### config.mk
export PLATFORM = sky130hd
export DESIGN_NAME = rv32v_mem_sequencer
export DESIGN_NICKNAME = d
export VERILOG_FILES = /design/src/rtl/rv32i_types_pkg.sv /design/src/rtl/rv32v_types_pkg.sv /design/src/rtl/rv32v_mseq_addr_gen.sv /design/src/rtl/rv32v_mem_sequencer.sv
export SDC_FILE = /design/constraint.sdc
export NUM_CORES = 1
export LEC_CHECK = 0
export ABC_AREA = 1
export CAP_MARGIN = 20
export CORE_AREA = 4 4 124 126
export CTS_BUF_LIST = sky130_fd_sc_hd__clkbuf_8
export CTS_CLUSTER_SIZE = 8
export DETAILED_ROUTE_END_ITERATION = 10
export DIE_AREA = 0 0 128 130
export GPL_TIMING_DRIVEN = 0
export PLACE_DENSITY = 0.84
export RECOVER_POWER = 50
export SETUP_SLACK_MARGIN = 0.05
export SYNTH_ARGS = -nofsm -noshare
export SYNTH_HDL_FRONTEND = slang
export SYNTH_SLANG_ARGS = --single-unit
### constraint.sdc
create_clock -name CLK -period 3.26 [get_ports CLK]
set_input_delay 0.652 -clock CLK [delete_from_list [all_inputs] [get_ports CLK]]
set_output_delay 0.652 -clock CLK [all_outputs]
set_load 0.01 [all_outputs]
### src/rtl/rv32i_types_pkg.sv
// Scalar RV32I shared types: machine word and load width/sign encoding (funct3).
package rv32i_types_pkg;

    localparam int unsigned XLEN = 32;

    typedef logic [XLEN-1:0] word_t;

    typedef enum logic [2:0] {
        LB  = 3'b000,
        LH  = 3'b001,
        LW  = 3'b010,
        LBU = 3'b100,
        LHU = 3'b101
    } load_t;

endpackage

### src/rtl/rv32v_types_pkg.sv
// RV32V memory sequencer types: element width, FSM states, EEW-to-LSC width mapping.
package rv32v_types_pkg;

    import rv32i_types_pkg::*;

    localparam int unsigned VLMAX_DEFAULT = 32;

    typedef enum logic [1:0] {
        EEW8  = 2'd0,
        EEW16 = 2'd1,
        EEW32 = 2'd2
    } vew_t;

    typedef enum logic [1:0] {
        IDLE  = 2'd0,
        ISSUE = 2'd1,
        DONE  = 2'd2
    } mseq_state_t;

    // Elements are zero-extended on load; the same code selects store width.
    function automatic load_t eew_to_load_t(input vew_t eew);
        case (eew)
            EEW8:    return LBU;
            EEW16:   return LHU;
            default: return LW;
        endcase
    endfunction

endpackage

### src/rtl/rv32v_mseq_addr_gen.sv
// Element address / index generator for the vector memory sequencer.
// Build option: RV32V_STRIDED_EN selects a latched signed byte stride;
// otherwise the step is the element size (unit-stride).
module rv32v_mseq_addr_gen
    import rv32i_types_pkg::*;
    import rv32v_types_pkg::*;
#(
    parameter int unsigned IDXW = 5
) (
    input  logic            CLK,
    input  logic            RST,
    input  logic            load,
    input  logic            advance,
    input  word_t           base,
`ifdef RV32V_STRIDED_EN
    input  word_t           stride,
`else
    input  vew_t            eew,
`endif
    input  logic [IDXW:0]   vl,
    output word_t           addr_q,
    output logic [IDXW-1:0] idx,
    output logic            last
);

    word_t         step_q;
    logic [IDXW:0] vl_q;

    // Latch op parameters on accept; step one element per completed access.
    always_ff @(posedge CLK or posedge RST) begin
        if (RST) begin
            addr_q <= '0;
            idx    <= '0;
            step_q <= '0;
            vl_q   <= '0;
        end else if (load) begin
            addr_q <= base;
            idx    <= '0;
            vl_q   <= vl;
`ifdef RV32V_STRIDED_EN
            step_q <= stride;
`else
            step_q <= 32'(1) << eew;
`endif
        end else if (advance) begin
            addr_q <= addr_q + step_q;
            idx    <= idx + IDXW'(1);
        end
    end

    // Current element is the final one of the op (vl_q >= 1 whenever this is consulted).
    assign last = ((IDXW+1)'(idx) == (vl_q - (IDXW+1)'(1)));

endmodule

### src/rtl/rv32v_mem_sequencer.sv
// RV32V memory sequencer: scalar passthrough to the LSC in IDLE, one LSC
// access per vector element otherwise. Build option: RV32V_STRIDED_EN.
module rv32v_mem_sequencer
    import rv32i_types_pkg::*;
    import rv32v_types_pkg::*;
#(
    parameter int unsigned VLMAX = VLMAX_DEFAULT,
    parameter int unsigned IDXW  = $clog2(VLMAX)
) (
    input  logic            CLK,
    input  logic            RST,
    input  logic            s_wen,
    input  logic            s_ren,
    input  word_t           s_addr,
    input  word_t           s_store_data,
    input  load_t           s_load_type,
    input  logic            s_ifence,
    output logic            s_stall,
    input  logic            v_start,
    output logic            v_ack,
    input  logic            v_is_store,
    input  word_t           v_base,
    input  word_t           v_stride,
    input  logic [IDXW:0]   v_vl,
    input  vew_t            v_eew,
    output logic            v_busy,
    output logic            v_done,
    output logic [IDXW-1:0] vrf_ridx,
    input  word_t           vrf_rdata,
    output logic            vrf_wen,
    output logic [IDXW-1:0] vrf_widx,
    output word_t           vrf_wdata,
    output logic            lsc_wen,
    output logic            lsc_ren,
    output word_t           lsc_addr,
    output word_t           lsc_store_data,
    output load_t           lsc_load_type,
    output logic            lsc_ifence,
    input  word_t           lsc_dload_ext,
    input  logic            lsc_busy,
    input  logic            lsc_fence_stall
);

    mseq_state_t     state;
    logic            is_store_q;
    vew_t            eew_q;
    word_t           addr_q;
    logic [IDXW-1:0] idx;
    logic            last;
    logic            xfer_done;

`ifndef RV32V_STRIDED_EN
    logic unused_stride;
    assign unused_stride = ^v_stride;
`endif

    // Scalar traffic has priority; a vector op is accepted only on a quiet scalar cycle.
    assign v_ack     = (state == IDLE) && v_start && !s_ren && !s_wen;
    assign xfer_done = (state == ISSUE) && !lsc_busy;

    rv32v_mseq_addr_gen #(
        .IDXW (IDXW)
    ) u_addr_gen (
        .CLK     (CLK),
        .RST     (RST),
        .load    (v_ack),
        .advance (xfer_done),
        .base    (v_base),
`ifdef RV32V_STRIDED_EN
        .stride  (v_stride),
`else
        .eew     (v_eew),
`endif
        .vl      (v_vl),
        .addr_q  (addr_q),
        .idx     (idx),
        .last    (last)
    );

    // Sequencer FSM and latched op attributes.
    always_ff @(posedge CLK or posedge RST) begin
        if (RST) begin
            state      <= IDLE;
            is_store_q <= 1'b0;
            eew_q      <= EEW8;
        end else begin
            case (state)
                IDLE: begin
                    if (v_ack) begin
                        is_store_q <= v_is_store;
                        eew_q      <= v_eew;
                        state      <= (v_vl == '0) ? DONE : ISSUE;
                    end
                end
                ISSUE: begin
                    if (xfer_done && last) begin
                        state <= DONE;
                    end
                end
                DONE:    state <= IDLE;
                default: state <= IDLE;
            endcase
        end
    end

    // LSC request mux: scalar passthrough in IDLE, element access in ISSUE, quiet in DONE.
    always_comb begin
        lsc_wen        = 1'b0;
        lsc_ren        = 1'b0;
        lsc_addr       = '0;
        lsc_store_data = '0;
        lsc_load_type  = load_t'(3'b000);
        lsc_ifence     = 1'b0;
        s_stall        = 1'b1;
        v_busy         = 1'b1;
        case (state)
            IDLE: begin
                lsc_wen        = s_wen;
                lsc_ren        = s_ren;
                lsc_addr       = s_addr;
                lsc_store_data = s_store_data;
                lsc_load_type  = s_load_type;
                lsc_ifence     = s_ifence;
                s_stall        = lsc_fence_stall;
                v_busy         = 1'b0;
            end
            ISSUE: begin
                lsc_wen        = is_store_q;
                lsc_ren        = !is_store_q;
                lsc_addr       = addr_q;
                lsc_store_data = vrf_rdata;
                lsc_load_type  = eew_to_load_t(eew_q);
            end
            default: begin
            end
        endcase
    end

    // VRF side: store data read by index, load data written on completion.
    assign vrf_ridx  = idx;
    assign vrf_widx  = idx;
    assign vrf_wdata = lsc_dload_ext;
    assign vrf_wen   = xfer_done && !is_store_q;
    assign v_done    = (state == DONE);

endmodule

* Word level (Yosys, flattened, before mapping) *
Cells that the tools add are included.

storage, ports and cells
  input port bits = 212
  register bits after elaboration = 80
  output and inout bits = 117
  word-level logic and storage cells = 50

operators by class
  reduce and logical (&&, ||, !) cells = 16
  shifts and indexed selects = 1
  equality and inequality tests = 6
  multiplexer cells = 17
  add/subtract/negate cells = 3

operator list
  operator                                          count
  one-hot mux 32 bit (2 select lines)               2
  2-to-1 mux 32 bit                                 2
  adder 32 bit                                      1
  << shifter 1 x 2 -> 32 bit, first input constant  1
  one-hot mux 3 bit (2 select lines)                2
  2-to-1 mux 5 bit                                  2
  == test 5 x 6 -> 1 bit                            1
  logical AND 1 bit                                 6
  logical NOT 6 bit                                 1
  2-to-1 mux 2 bit                                  3
  subtractor 6 x 1 -> 6 bit, second input constant  1
  adder 5 x 1 -> 5 bit, second input constant       1
  == test 2 x 1 -> 1 bit, second input constant     2
  logical NOT 1 bit                                 4
  logical NOT 2 bit                                 2
  one-hot mux 1 bit (2 select lines)                2
  one-hot mux 2 bit (2 select lines)                1
  AND reduction 2 bit                               2
  2-to-1 mux 1 bit                                  3
  == test 2 bit, second input constant              1
  != test 2 x 1 -> 1 bit, second input constant     1
  != test 2 bit, second input constant              1
  nonzero test 2 bit                                1

* Logic depth before layout (Yosys ltp) *
  depth after elaboration = 6
  mapped depth = 13
  mapped depth without buffers = 13

* Cells and area by module *
Synthesis repeated with hierarchy kept, for this count alone.

second synthesis, totals
  cells, all modules = 610
  area, all modules = 4436.8 sq um

by module, submodules not included
  module               cells each  sequential area each (sq um)  times used  area an instance (sq um)
  rv32v_mseq_addr_gen  438         1176.1                        1           3143.0
  rv32v_mem_sequencer  172         125.1                         1           1293.7

* Worst setup path after synthesis *
OpenSTA, ideal clock, no wires.

  path kind = flip-flop to output port
  from = register state[1]
  to = output lsc_addr[12]
  stages on the path, launching flop included = 6
  slack = 1.361 ns
  required time = 2.608 ns
  data arrival time = 1.247 ns
  buffers on the path = 2
  cell sequence = dfrtp_1 > nor2_4 > clkbuf_1 > buf_2 > nand2_1 > o21ai_0

between the ends
  cells in the longest elaborated chain, start to end = 2
  elaborated cells between the ends (all ways) = 3
  classes of those cells = eq/ne (1); mux (1); reduce/logical (1)

RTL lines
  element                                                             RTL line                    text
  start: declaration                                                  rv32v_mem_sequencer.sv:44   mseq_state_t state;
  start signal: assignment                                            rv32v_mem_sequencer.sv:92   state <= (v_vl == '0) ? DONE : ISSUE;
  == test 2 x 1 -> 1 bit / logical NOT 2 bit (equally long branches)  rv32v_mem_sequencer.sv:116  case (state)
  one-hot mux 32 bit (2 select lines) *                               rv32v_mem_sequencer.sv:116
  end: declaration                                                    rv32v_mem_sequencer.sv:35   output word_t lsc_addr,

Every way passes the cells marked *; elsewhere a longest branch is shown, timed or not.

* Worst setup path in the final report *
  from = input lsc_busy
  to = output vrf_wen

between the ends
  cells in the longest elaborated chain, start to end = 3

RTL lines
  element             RTL line                    text
  start: declaration  rv32v_mem_sequencer.sv:40   input logic lsc_busy,
  logical NOT 1 bit   rv32v_mem_sequencer.sv:59   assign xfer_done = (state == ISSUE) && !lsc_busy;
  logical AND 1 bit   rv32v_mem_sequencer.sv:59
  logical AND 1 bit   rv32v_mem_sequencer.sv:143  assign vrf_wen = xfer_done && !is_store_q;
  end: declaration    rv32v_mem_sequencer.sv:30   output logic vrf_wen,

Every way passes these cells.

==> flow_metrics.env <==
export IMPL_status="complete, no violations"
export IMPL_slowest_delay_ns=0.58
export IMPL_grt_max_degree=28
export IMPL_yosys_warnings=0
export IMPL_synth_enable_flop_cells=0
export IMPL_drcViolationCount=0
export IMPL_rsz0062_at_grt="false"
export IMPL_post_drt_via_cell_ratio=4.97
export IMPL_antenna_left=0
export IMPL_track_usage=0.228
export IMPL_hp_class="reg -> reg"
export IMPL_antenna_cells=0
export IMPL_vias=5841
export IMPL_peakVddDrop_v=0.000382
export IMPL_fillers=1400
export IMPL_slowest_stage="dlygate4sd3_1"
export IMPL_powerDensity_nw_per_um2=764
export IMPL_final_period_utilization=0.946
export IMPL_syn2layout_area_growth_pct=65.0
export IMPL_clk_latency_ns=0.32
export IMPL_hold_path_depth=2
export IMPL_skew_ns=0.0165
export IMPL_required_ns=2.61
export IMPL_grt_overflow_total=0
export IMPL_hold_viol_final=0
export IMPL_cp_start_kind="input pin"
export IMPL_synth_top_area_cell="dfrtp_1"
export IMPL_syn_inst=718
export IMPL_worst_pin_slew_ns=1.24
export IMPL_crit_arrival_ns=2.43
export IMPL_drive_above_1_share=0.0656
export IMPL_ys_top_cells_by_area="dfrtp_1 28%, nand2_1 17%, o21ai_0 7.1%, a22o_1 6.9%, buf_4 6.6%"
export IMPL_seq_area_frac_synth=0.284
export IMPL_nets=1209
export IMPL_core_area_um2=14300
export IMPL_routedWlPerCell_um=16.9
export IMPL_synth_top_area_frac=0.284
export IMPL_root_buffer="clkbuf_8"
export IMPL_cp_end_kind="output port"
export IMPL_synth_seq_cells=52
export IMPL_initial_core_util=0.320
export IMPL_p_leak_nw=3.38
export IMPL_synthArstFlopShare=1.00
export IMPL_cts_tree="yes"
export IMPL_finalPower_mw=5.77
export IMPL_dr_pass1_iters=5
export IMPL_syn_num_nets=937
export IMPL_yosysMostFrequentCell="nand2_1"
export IMPL_reg2reg_depth=9
export IMPL_port_buffers=264
export IMPL_routed_wl_um=19900
export IMPL_clock_sinks=52
export IMPL_num_rows=44
export IMPL_grt_pass1_wl_um=30000
export IMPL_clkTransAtPathRegs_ns=0.10
export IMPL_setup_viol=0
export IMPL_die_h_um=130
export IMPL_max_slew_margin=0.173
export IMPL_cts_buffers=5
export IMPL_cts_path_max_buffers=2
export IMPL_syn_cell_area_um2=4580
export IMPL_cts_hold_repair_buffers=0
export IMPL_h_tree_depth=2
export IMPL_fp_dieArea_um2=16600
export IMPL_maxSlewViolCount=0
export IMPL_worstPathMaxFanout=9
export IMPL_path_cells="dlygate4sd3_1 -> nor2_4 -> inv_1 -> nor2_1 -> clkdlybuf4s50_1"
export IMPL_dp_final_hpwl_um=16400
export IMPL_antenna_found_initial=0
export IMPL_ys_types=36
export IMPL_finalWeightedCongestion=0.947
export IMPL_synth_commonest_cells="209 x nand2_1, 77 x inv_1, 71 x nor2_1"
export IMPL_syn_avg_cell_area_um2=6.38
export IMPL_synthFlopType="dfrtp_1"
export IMPL_fmax_mhz=324
export IMPL_worst_setup_path_type="in -> out"
export IMPL_fin_setup_tns_ns=0
export IMPL_min_period_ns=3.08
export IMPL_first_global_vias=5581
export IMPL_post_route_util=0.528
export IMPL_cap_violations=0
export IMPL_drtIter0Drc=524
export IMPL_die_x_um=128
export IMPL_io_pins=329
## metrics by stage
stage | setup slack, ns | cell area, um^2 | hold WS [ns] | instances
after floorplan | 1.35 | 4580 | 0.450 | 718
after global placement | 0.235 | 7460 | 0.487 | 1166
after detailed placement | 0.220 | 7480 | 0.493 | 1167
after CTS | 0.0818 | 7590 | 0.517 | 1175
after global routing | 0.0932 | 7560 | 0.529 | 1175
final | 0.175 | 7560 | 0.509 | 1175
## cell type report
type	instances	area, um^2	share of cell area
Buffer	67	404	0.0534
Clock buffer	5	68.8	0.00910
Clock inverter	3	42.5	0.00563
Inverter	82	308	0.0407
Multi-Input combinational cell	517	2550	0.338
Sequential cell	52	1300	0.172
Tap cell	184	230	0.0304
Timing Repair Buffer	265	2660	0.351
## worst max-delay path: cells and delay by family
kind	cells	cell delay, ns
buf+inv	3	1.38
simple gates	2	0.40
## cell usage in the layout, fill, tap and decap left out, types with 2 or more instances in the layout
master and instances:
buf_2 7, nor2_4 3, or2_2 2, clkbuf_1 21, clkdlybuf4s50_1 229, nor2_2 2
nand2_2 2, buf_4 38, o21ai_0 67, ha_1 6, a22o_1 36, o21ai_1 6
nand3_1 54, a31oi_1 2, nor3_1 4, a211oi_1 2, or2_0 2, o22ai_1 9
inv_1 80, nand2_1 210, clkbuf_8 5, xnor2_1 2, xor2_1 5, dfrtp_1 52
nor2_1 71, nand4_1 12, dlygate4sd3_1 35, a21oi_1 12
## layer usage
| metal | up-vias | part of all wire | track usage |
|---|---|---|---|
| met1 | 2624 | 0.39 | 0.281 |
| li1 | 2852 | - | - |
| met4 | 0 | 0.031 | 0.0805 |
| met2 | 321 | 0.48 | 0.399 |
| met5 | - | 0 | 0 |
| met3 | 44 | 0.091 | 0.0430 |
## power by group
part	switching, mW	internal (mW)	leakage, nW
clock network	0.233	0.228	0.0541
logic	2.11	1.89	2.69
registers	0.376	0.933	0.642
## flip-flops by register name, indices dropped and copies added, names as in the netlist
name,count
u_addr_gen.step_q,4
u_addr_gen.idx,5
is_store_q,1
eew_q,2
state,2
u_addr_gen.vl_q,6
u_addr_gen.addr_q,32
## timing repair
action / 4_1_cts / 5_1_grt
gates resized for setup: 0 / 2
endpoints found under the setup margin: 0 / 25
buffers inserted: 0 / 0
endpoints found under the hold margin: 0 / 0
## final timing paths
kind / start / endpoint / slack, ns
setup / recovery: lsc_busy / vrf_wen / 0.18
hold reg to reg: u_addr_gen.step_q[2]$_DFFE_PP0P_ / u_addr_gen.step_q[2]$_DFFE_PP0P_ / 0.51
max in group asynchronous: RST / u_addr_gen.addr_q[8]$_DFFE_PP0P_ / 0.52
setup reg to reg: state[1]$_DFFE_PP0P_ / u_addr_gen.addr_q[16]$_DFFE_PP0P_ / 0.88
min in group asynchronous: RST / u_addr_gen.addr_q[0]$_DFFE_PP0P_ / 1.02
hold / removal: u_addr_gen.step_q[2]$_DFFE_PP0P_ / u_addr_gen.step_q[2]$_DFFE_PP0P_ / 0.51
## cells by family after synthesis
family                     Yosys count  synth area share
DFF                                 52             0.284
and+or+nand+nor                    365             0.337
buffers and inverters              149             0.158
xor gates and xnor gates             7            0.0134
adders and majority gates            7            0.0207
AOI/OAI and AO/OA                  138             0.187
Power figures use the tool's default switching activity.
